## config.mk

```make
export PLATFORM = sky130hd
export DESIGN_NAME = four_bits_signed_accumulator
export DESIGN_NICKNAME = d
export VERILOG_FILES = /design/src/rtl/four_bits_signed_accumulator.sv
export SDC_FILE = /design/constraint.sdc
export NUM_CORES = 1
export LEC_CHECK = 0
export CORE_MARGIN = 2
export CORE_UTILIZATION = 50
export CTS_CLUSTER_SIZE = 30
export DETAILED_ROUTE_END_ITERATION = 10
export PLACE_DENSITY_LB_ADDON = 0.1
export REMOVE_ABC_BUFFERS = 1
export SLEW_MARGIN = 20
export SYNTH_ARGS = -nofsm -noshare
export SYNTH_HDL_FRONTEND = slang
export SYNTH_SLANG_ARGS = --single-unit
export TNS_END_PERCENT = 50
```

## constraint.sdc

```tcl
create_clock -name clk -period 5.88 [get_ports clk]
set_input_delay 1.176 -clock clk [delete_from_list [all_inputs] [get_ports clk]]
set_output_delay 1.176 -clock clk [all_outputs]
set_load 0.02 [all_outputs]
```

## src/rtl/four_bits_signed_accumulator.sv

```systemverilog
// Accumulates N_SAMPLES sign-extended 4-bit samples into a SUM_W-bit signed sum,
// with a start/busy/done handshake and a sticky signed-overflow flag.
module four_bits_signed_accumulator #(
    parameter int N_SAMPLES = 8,
    parameter int SUM_W     = 8
) (
    input  logic             clk,
    input  logic             rst,
    input  logic             start,
    input  logic             in_valid,
    input  logic [3:0]       a,
    output logic             busy,
    output logic             done,
    output logic [SUM_W-1:0] sum,
    output logic [3:0]       count,
    output logic             overflow
);

    localparam logic [1:0] ST_IDLE  = 2'd0;
    localparam logic [1:0] ST_ACC   = 2'd1;
    localparam logic [1:0] ST_DONE  = 2'd2;
    localparam logic [3:0] LAST_CNT = 4'(N_SAMPLES);

    logic [1:0]       state_q, state_d;
    logic [SUM_W-1:0] sum_q, sum_d;
    logic [3:0]       count_q, count_d;
    logic             ovf_q, ovf_d;
    logic             busy_q, busy_d;
    logic             done_q, done_d;

    logic [SUM_W-1:0] sample_ext_s;
    logic [SUM_W-1:0] sum_next_s;
    logic [3:0]       count_next_s;
    logic             step_ovf_s;

    // Width-cast of a signed operand replicates the sign bit.
    function automatic logic [SUM_W-1:0] sign_extend(input logic [3:0] val);
        logic signed [3:0] val_s;
        val_s = signed'(val);
        return SUM_W'(val_s);
    endfunction

    // Signed overflow: operands agree in sign, result sign differs.
    function automatic logic add_overflow(input logic [SUM_W-1:0] x,
                                          input logic [SUM_W-1:0] y,
                                          input logic [SUM_W-1:0] s);
        return (x[SUM_W-1] == y[SUM_W-1]) && (s[SUM_W-1] != x[SUM_W-1]);
    endfunction

    // Datapath for one accepted sample.
    always_comb begin
        sample_ext_s = sign_extend(a);
        sum_next_s   = sum_q + sample_ext_s;
        count_next_s = count_q + 4'd1;
        step_ovf_s   = add_overflow(sum_q, sample_ext_s, sum_next_s);
    end

    // Next-state and next-output logic for the IDLE/ACC/DONE handshake.
    always_comb begin
        state_d = state_q;
        sum_d   = sum_q;
        count_d = count_q;
        ovf_d   = ovf_q;
        busy_d  = 1'b0;
        done_d  = 1'b0;
        case (state_q)
            ST_IDLE: begin
                if (start) begin
                    state_d = ST_ACC;
                    sum_d   = {SUM_W{1'b0}};
                    count_d = 4'd0;
                    ovf_d   = 1'b0;
                    busy_d  = 1'b1;
                end else begin
                    state_d = ST_IDLE;
                end
            end
            ST_ACC: begin
                busy_d = 1'b1;
                if (in_valid) begin
                    sum_d   = sum_next_s;
                    count_d = count_next_s;
                    ovf_d   = ovf_q | step_ovf_s;
                    if (count_next_s == LAST_CNT) begin
                        state_d = ST_DONE;
                        busy_d  = 1'b0;
                        done_d  = 1'b1;
                    end else begin
                        state_d = ST_ACC;
                    end
                end else begin
                    state_d = ST_ACC;
                end
            end
            ST_DONE: begin
                state_d = ST_IDLE;
            end
            default: begin
                // Unreachable encoding: recover to a clean IDLE.
                state_d = ST_IDLE;
                sum_d   = {SUM_W{1'b0}};
                count_d = 4'd0;
                ovf_d   = 1'b0;
            end
        endcase
    end

    // State and output registers with synchronous reset.
    always_ff @(posedge clk) begin
        if (rst) begin
            state_q <= ST_IDLE;
            sum_q   <= {SUM_W{1'b0}};
            count_q <= 4'd0;
            ovf_q   <= 1'b0;
            busy_q  <= 1'b0;
            done_q  <= 1'b0;
        end else begin
            state_q <= state_d;
            sum_q   <= sum_d;
            count_q <= count_d;
            ovf_q   <= ovf_d;
            busy_q  <= busy_d;
            done_q  <= done_d;
        end
    end

    assign busy     = busy_q;
    assign done     = done_q;
    assign sum      = sum_q;
    assign count    = count_q;
    assign overflow = ovf_q;

endmodule

```

==> flow_summary.ini, run 1 <==
[cells_and_area]
fin_area_um2 = 1230
fillers = 158
mostFrequentLayoutCells = clkdlybuf4s50_1 (22), nor2_1 (16), dfxtp_1 (16), a21oi_1 (10), ha_1 (8)
fin_nets = 150
num_antenna_cells = 0
drive_gt1_share_pct = 6.82
synthToLayoutAreaGrowth_pct = 27.8
layout_commonest_cell = clkdlybuf4s50_1

[floorplan]
initial_utilization_pct = 54.6
core_um2 = 1760
die_w_um = 47.9
ioPinCount = 23
die_h_um = 47.9
rows = 15
design.die.area_um2 = 2290

[setup_path]
critPathMaxFanout = 3
end_kind = register
crit_type = primary input to register
required_ns = 6.08
arrival_ns = 3.25
start_kind = primary input

[placement]
numPortBuffers = 22
hpwlAfterDp_mm = 1.51
dpl_cell_area_um2 = 1190
gp_congestion = 0.766

[cts]
numClockSinks = 16
path_clk_slew_ns = 0.10
cts_resized = 0
cts.htree.levels = 1
numCtsBuffers = 3
hold_buffers = 0
post-cts-setup-buffers = 0
cts_buffer_depth = 2
clk_latency_ns = 0.30
cts-root-buf = clkbuf_4
tritoncts = done

[global_routing]
grt_overflow = 0
grt_pass1_wl_mm = 3.42
grt_pass1_vias = 821
antenna_found_initial = 0
grt_max_degree = 19
gr-usage-all-layers_pct = 21.2

[job]
cap_violations = 0

[drt]
drt_pass1_iterations = 4
drtIter0Drc = 15
avgViaCountPerCell = 5.92
drc = 0
drt-total-wl_mm = 2.09
vias = 930
wl_per_cell_um = 13.3
ant_nets = 0

[timing]
finalMaxSlewViolations = 0
rsz0062_at_grt = false
period_share_pct = 51.8
slew_headroom_pct = 42.3
finClkSkew_ns = 0.00616
finalSetupViolations = 0
hold_violations = 0
setup_tns_ns = 0
whs_ns = 0.482
layout_min_cycle_time_ns = 3.04
fmax_mhz = 329
worst_slew_pin_slew_ns = 0.862

[synthesis]
synth_cell_types = 40
syn_area_per_cell_um2 = 8.76
netlist_area_um2 = 963
yosys_warnings = 0
yosysTopAreaCellShare_pct = 33.2
synth-seq-cells = 16
synth.area.top_cells = dfxtp_1 (33%), ha_1 (10%), nor2_1 (6.2%), a21oi_1 (5.2%), a22oi_1 (3.9%)
synth_seq_area_share_pct = 33.2
yosysTopAreaCell = dfxtp_1
synth_cells = 110

[worst_hold_path]
hp-class = register to register

[power]
powerDensity_nw_per_um2 = 197
power.leakage_nw = 0.466
ir_drop_mv = 0.160

[status]
status = finished clean
-- path summary, 6_finish.rpt --
check	start	slack [ns]	end	depth (start not counted)
worst max register to register	sum[0]	3.80	sum[6]	8
worst min register to register	overflow	0.48	overflow	2
worst max-delay path	a[0]	2.84	sum[6]	9
worst min-delay path	overflow	0.48	overflow	2
-- sequential cells by signal, summed over array words and instances (netlist names) --
signal / cells
count: 4
done: 1
overflow: 1
state_q: 2
sum: 8
-- where the power goes --
part | total [mW] | internal [mW] | switching, mW
combinational | 0.0518 | 0.0233 | 0.0285
sequential | 0.116 | 0.112 | 0.00394
clock | 0.0755 | 0.0378 | 0.0378
total | 0.243 | 0.173 | 0.0702
-- cell usage after synthesis --
| cell type | n |
|---|---|
| a2111oi_0 | 1 |
| a211oi_1 | 3 |
| a211oi_2 | 1 |
| a211oi_4 | 1 |
| a21o_1 | 1 |
| a21o_2 | 1 |
| a21oi_1 | 10 |
| a22oi_1 | 5 |
| a31oi_1 | 1 |
| a41oi_1 | 1 |
| and2_1 | 1 |
| and3_1 | 2 |
| buf_1 | 1 |
| buf_2 | 1 |
| buf_4 | 1 |
| clkbuf_1 | 1 |
| dfxtp_1 | 16 |
| fa_1 | 1 |
| ha_1 | 8 |
| inv_1 | 1 |
| mux2_1 | 1 |
| nand2_1 | 5 |
| nand2b_1 | 1 |
| nand3_1 | 3 |
| nand3b_1 | 2 |
| nand4b_1 | 1 |
| nor2_1 | 16 |
| nor2_2 | 1 |
| nor2b_1 | 1 |
| nor3_1 | 3 |
| nor3b_1 | 1 |
| nor4_1 | 2 |
| o21a_1 | 1 |
| o21ai_0 | 1 |
| o21ai_1 | 3 |
| o21bai_1 | 2 |
| o31ai_1 | 1 |
| o31ai_2 | 1 |
| xnor2_1 | 4 |
| xor2_1 | 2 |
-- cells by family after synthesis --
family                     share of synthesized area (%)
muxes                                               1.17
buffers and inverters                               2.47
and+or+nand+nor                                     19.7
AOI/OAI and AO/OA                                   25.5
DFF                                                 33.2
adders and majority gates                           12.5
xor gates and xnor gates                            5.45
-- per-layer routing --
layer	track usage (%)	share of wire [%]	up-vias	routed length (µm)
li1	-	-	452	-
met1	24.5	44	456	922
met2	38.7	51	20	1060
met3	6.79	4.6	2	97
met4	3.24	0.48	0	10
met5	0	0	-	0
-- critical path, stage by stage --
cell and delay (ns):
clkdlybuf4s50_1 0.40, ha_1 0.26, fa_1 0.42, a21o_1 0.17, a21oi_1 0.23, o21bai_1 0.10, a21oi_1 0.18, xor2_1 0.09
o31ai_1 0.23
-- metrics by stage --
stage / std cells / utilization, % / power [mW] / setup slack (ns)
finish: 157 / 69.8 / 0.243 / 2.84
global route: 157 / 69.8 / 0.256 / 2.76
CTS: 157 / 69.8 / 0.245 / 2.83
detailed placement: 153 / 67.7 / 0.169 / 2.52
global placement: 153 / 67.7 / 0.168 / 2.59
floorplan: 106 / - / 0.149 / 3.16
-- layout make-up --
cell class,instances,area (µm²),share of cell area (%)
multi-input combinational,89,619,50.3
sequential,16,320,26.0
timing repair buffer,22,220,17.9
clock buffer,4,36.3,2.95
tap,25,31.3,2.54
inverter,1,3.75,0.305
Note: power is estimated with default switching activity, not from simulation.
==> inputs of run 2 (changes only) <==
--- a/config.mk
+++ b/config.mk
@@ -6,7 +6,7 @@
 export NUM_CORES = 1
 export LEC_CHECK = 0
 export CORE_MARGIN = 2
-export CORE_UTILIZATION = 50
+export CORE_UTILIZATION = 48
 export CTS_CLUSTER_SIZE = 30
 export DETAILED_ROUTE_END_ITERATION = 10
 export PLACE_DENSITY_LB_ADDON = 0.1
==> constraint.sdc (replaced) <==
create_clock -name clk -period 3.1 [get_ports clk]
set_input_delay 0.62 -clock clk [delete_from_list [all_inputs] [get_ports clk]]
set_output_delay 0.62 -clock clk [all_outputs]
set_load 0.02 [all_outputs]
==> flow_summary.ini, run 2 (synthesized netlist as in run 1, its figures left out) <==
[global_routing]
gr-usage-all-layers_pct = 19.7
antenna_found_initial = 0
grt_pass1_wl_mm = 3.62
grt_overflow = 0
grt_pass1_vias = 809
grt_max_degree = 19

[cells_and_area]
layout_commonest_cell = clkdlybuf4s50_1
mostFrequentLayoutCells = clkdlybuf4s50_1 (22), nor2_1 (16), dfxtp_1 (16), a21oi_1 (10), ha_1 (8)
largest_register_ffs = 8
fillers = 178
drive_gt1_share_pct = 7.52
num_antenna_cells = 0
fin_nets = 151
synthToLayoutAreaGrowth_pct = 28.8

[worst_hold_path]
hp-class = register to register
hp-start = overflow

[drt]
drc = 0
ant_nets = 0
drtIter0Drc = 6
wl_per_cell_um = 13.2
drt-total-wl_mm = 2.11
vias = 875
avgViaCountPerCell = 5.47
drt_pass1_iterations = 3

[timing]
rsz0062_at_grt = false
hold_violations = 0
finalMaxSlewViolations = 0
layout_min_cycle_time_ns = 2.45
setup_tns_ns = 0
period_share_pct = 78.9
slew_headroom_pct = 56.1
worst_slew_pin_slew_ns = 0.656
finClkSkew_ns = 0.00209
fin_ws_ns = 0.653
fmax_mhz = 409
finalSetupViolations = 0

[placement]
hpwlAfterDp_mm = 1.48
place_ws_ns = 0.344
numPortBuffers = 22
gp_congestion = 0.816

[floorplan]
ioPinCount = 23
initial_utilization_pct = 50.1
die_w_um = 48.8
die_h_um = 48.8
design.die.area_um2 = 2380
core_um2 = 1920
rows = 16

[cts]
path_clk_slew_ns = 0.10
cts-root-buf = clkbuf_4
cts.htree.levels = 1
numClockSinks = 16
cts_buffer_depth = 2
tritoncts = done
cts_resized = 0
clk_latency_ns = 0.29
post-cts-setup-buffers = 0
hold_buffers = 0
numCtsBuffers = 3

[status]
status = finished clean

[setup_path]
start_kind = primary input
critPathMaxFanout = 3
arrival_ns = 2.61
end_kind = register
crit_type = primary input to register
reg2reg_from = sum[0]
critPathLaunch = a[0]
required_ns = 3.26

[power]
power.leakage_nw = 0.471
ir_drop_mv = 0.229
powerDensity_nw_per_um2 = 369

[job]
cap_violations = 0
==> run 2: worst max-delay path, cell delays in order <==
cell and delay, ns:
clkdlybuf4s50_1 0.40, ha_1 0.25, fa_1 0.42, a21o_1 0.17, a21oi_1 0.24, o21bai_1 0.09, a21oi_1 0.18, xor2_1 0.17
o31ai_1 0.07
==> run 2: routing by layer <==
layer  vias to the layer above  wire [µm]  share of wire [%]  global-route usage (%)
met4                         0         36                1.7                    7.14
li1                        454          -                  -                       -
met2                        16        998                 47                    33.6
met5                         -          0                  0                       0
met3                         5         60                2.8                    3.07
met1                       400       1010                 48                    25.1
==> run 2: where the power goes <==
| part | internal [mW] | leakage, nW | total [mW] | switching, mW |
|---|---|---|---|---|
| registers | 0.212 | 0.130 | 0.219 | 0.00704 |
| clock network | 0.0716 | 0.0210 | 0.140 | 0.0685 |
| logic | 0.0458 | 0.320 | 0.0995 | 0.0537 |
==> run 2: worst paths after layout <==
path | to | slack [ns] | cells after the start
worst min-delay path | overflow | 0.47 | 2
worst max register to register | sum[6] | 1.07 | 8
worst max-delay path | sum[6] | 0.65 | 9
worst min register to register | overflow | 0.47 | 2
==> run 2: final cells by class <==
class	count	area [µm²]	share of cell area (%)
tap	27	33.8	2.72
timing repair buffer	23	228	18.3
multi-input combinational	89	619	49.9
clock buffer	4	36.3	2.92
sequential	16	320	25.8
inverter	1	3.75	0.302
==> run 2: stage by stage <==
step	std cells	utilization, %	total power, mW	hold slack, ns	area [µm²]
after CTS	160	64.6	0.463	0.471	1240
final	160	64.6	0.458	0.468	1240
after floorplan	106	-	0.282	0.485	943
after global placement	156	62.7	0.321	0.447	1200
after global routing	160	64.6	0.481	0.533	1240
after detailed placement	156	62.7	0.322	0.446	1200
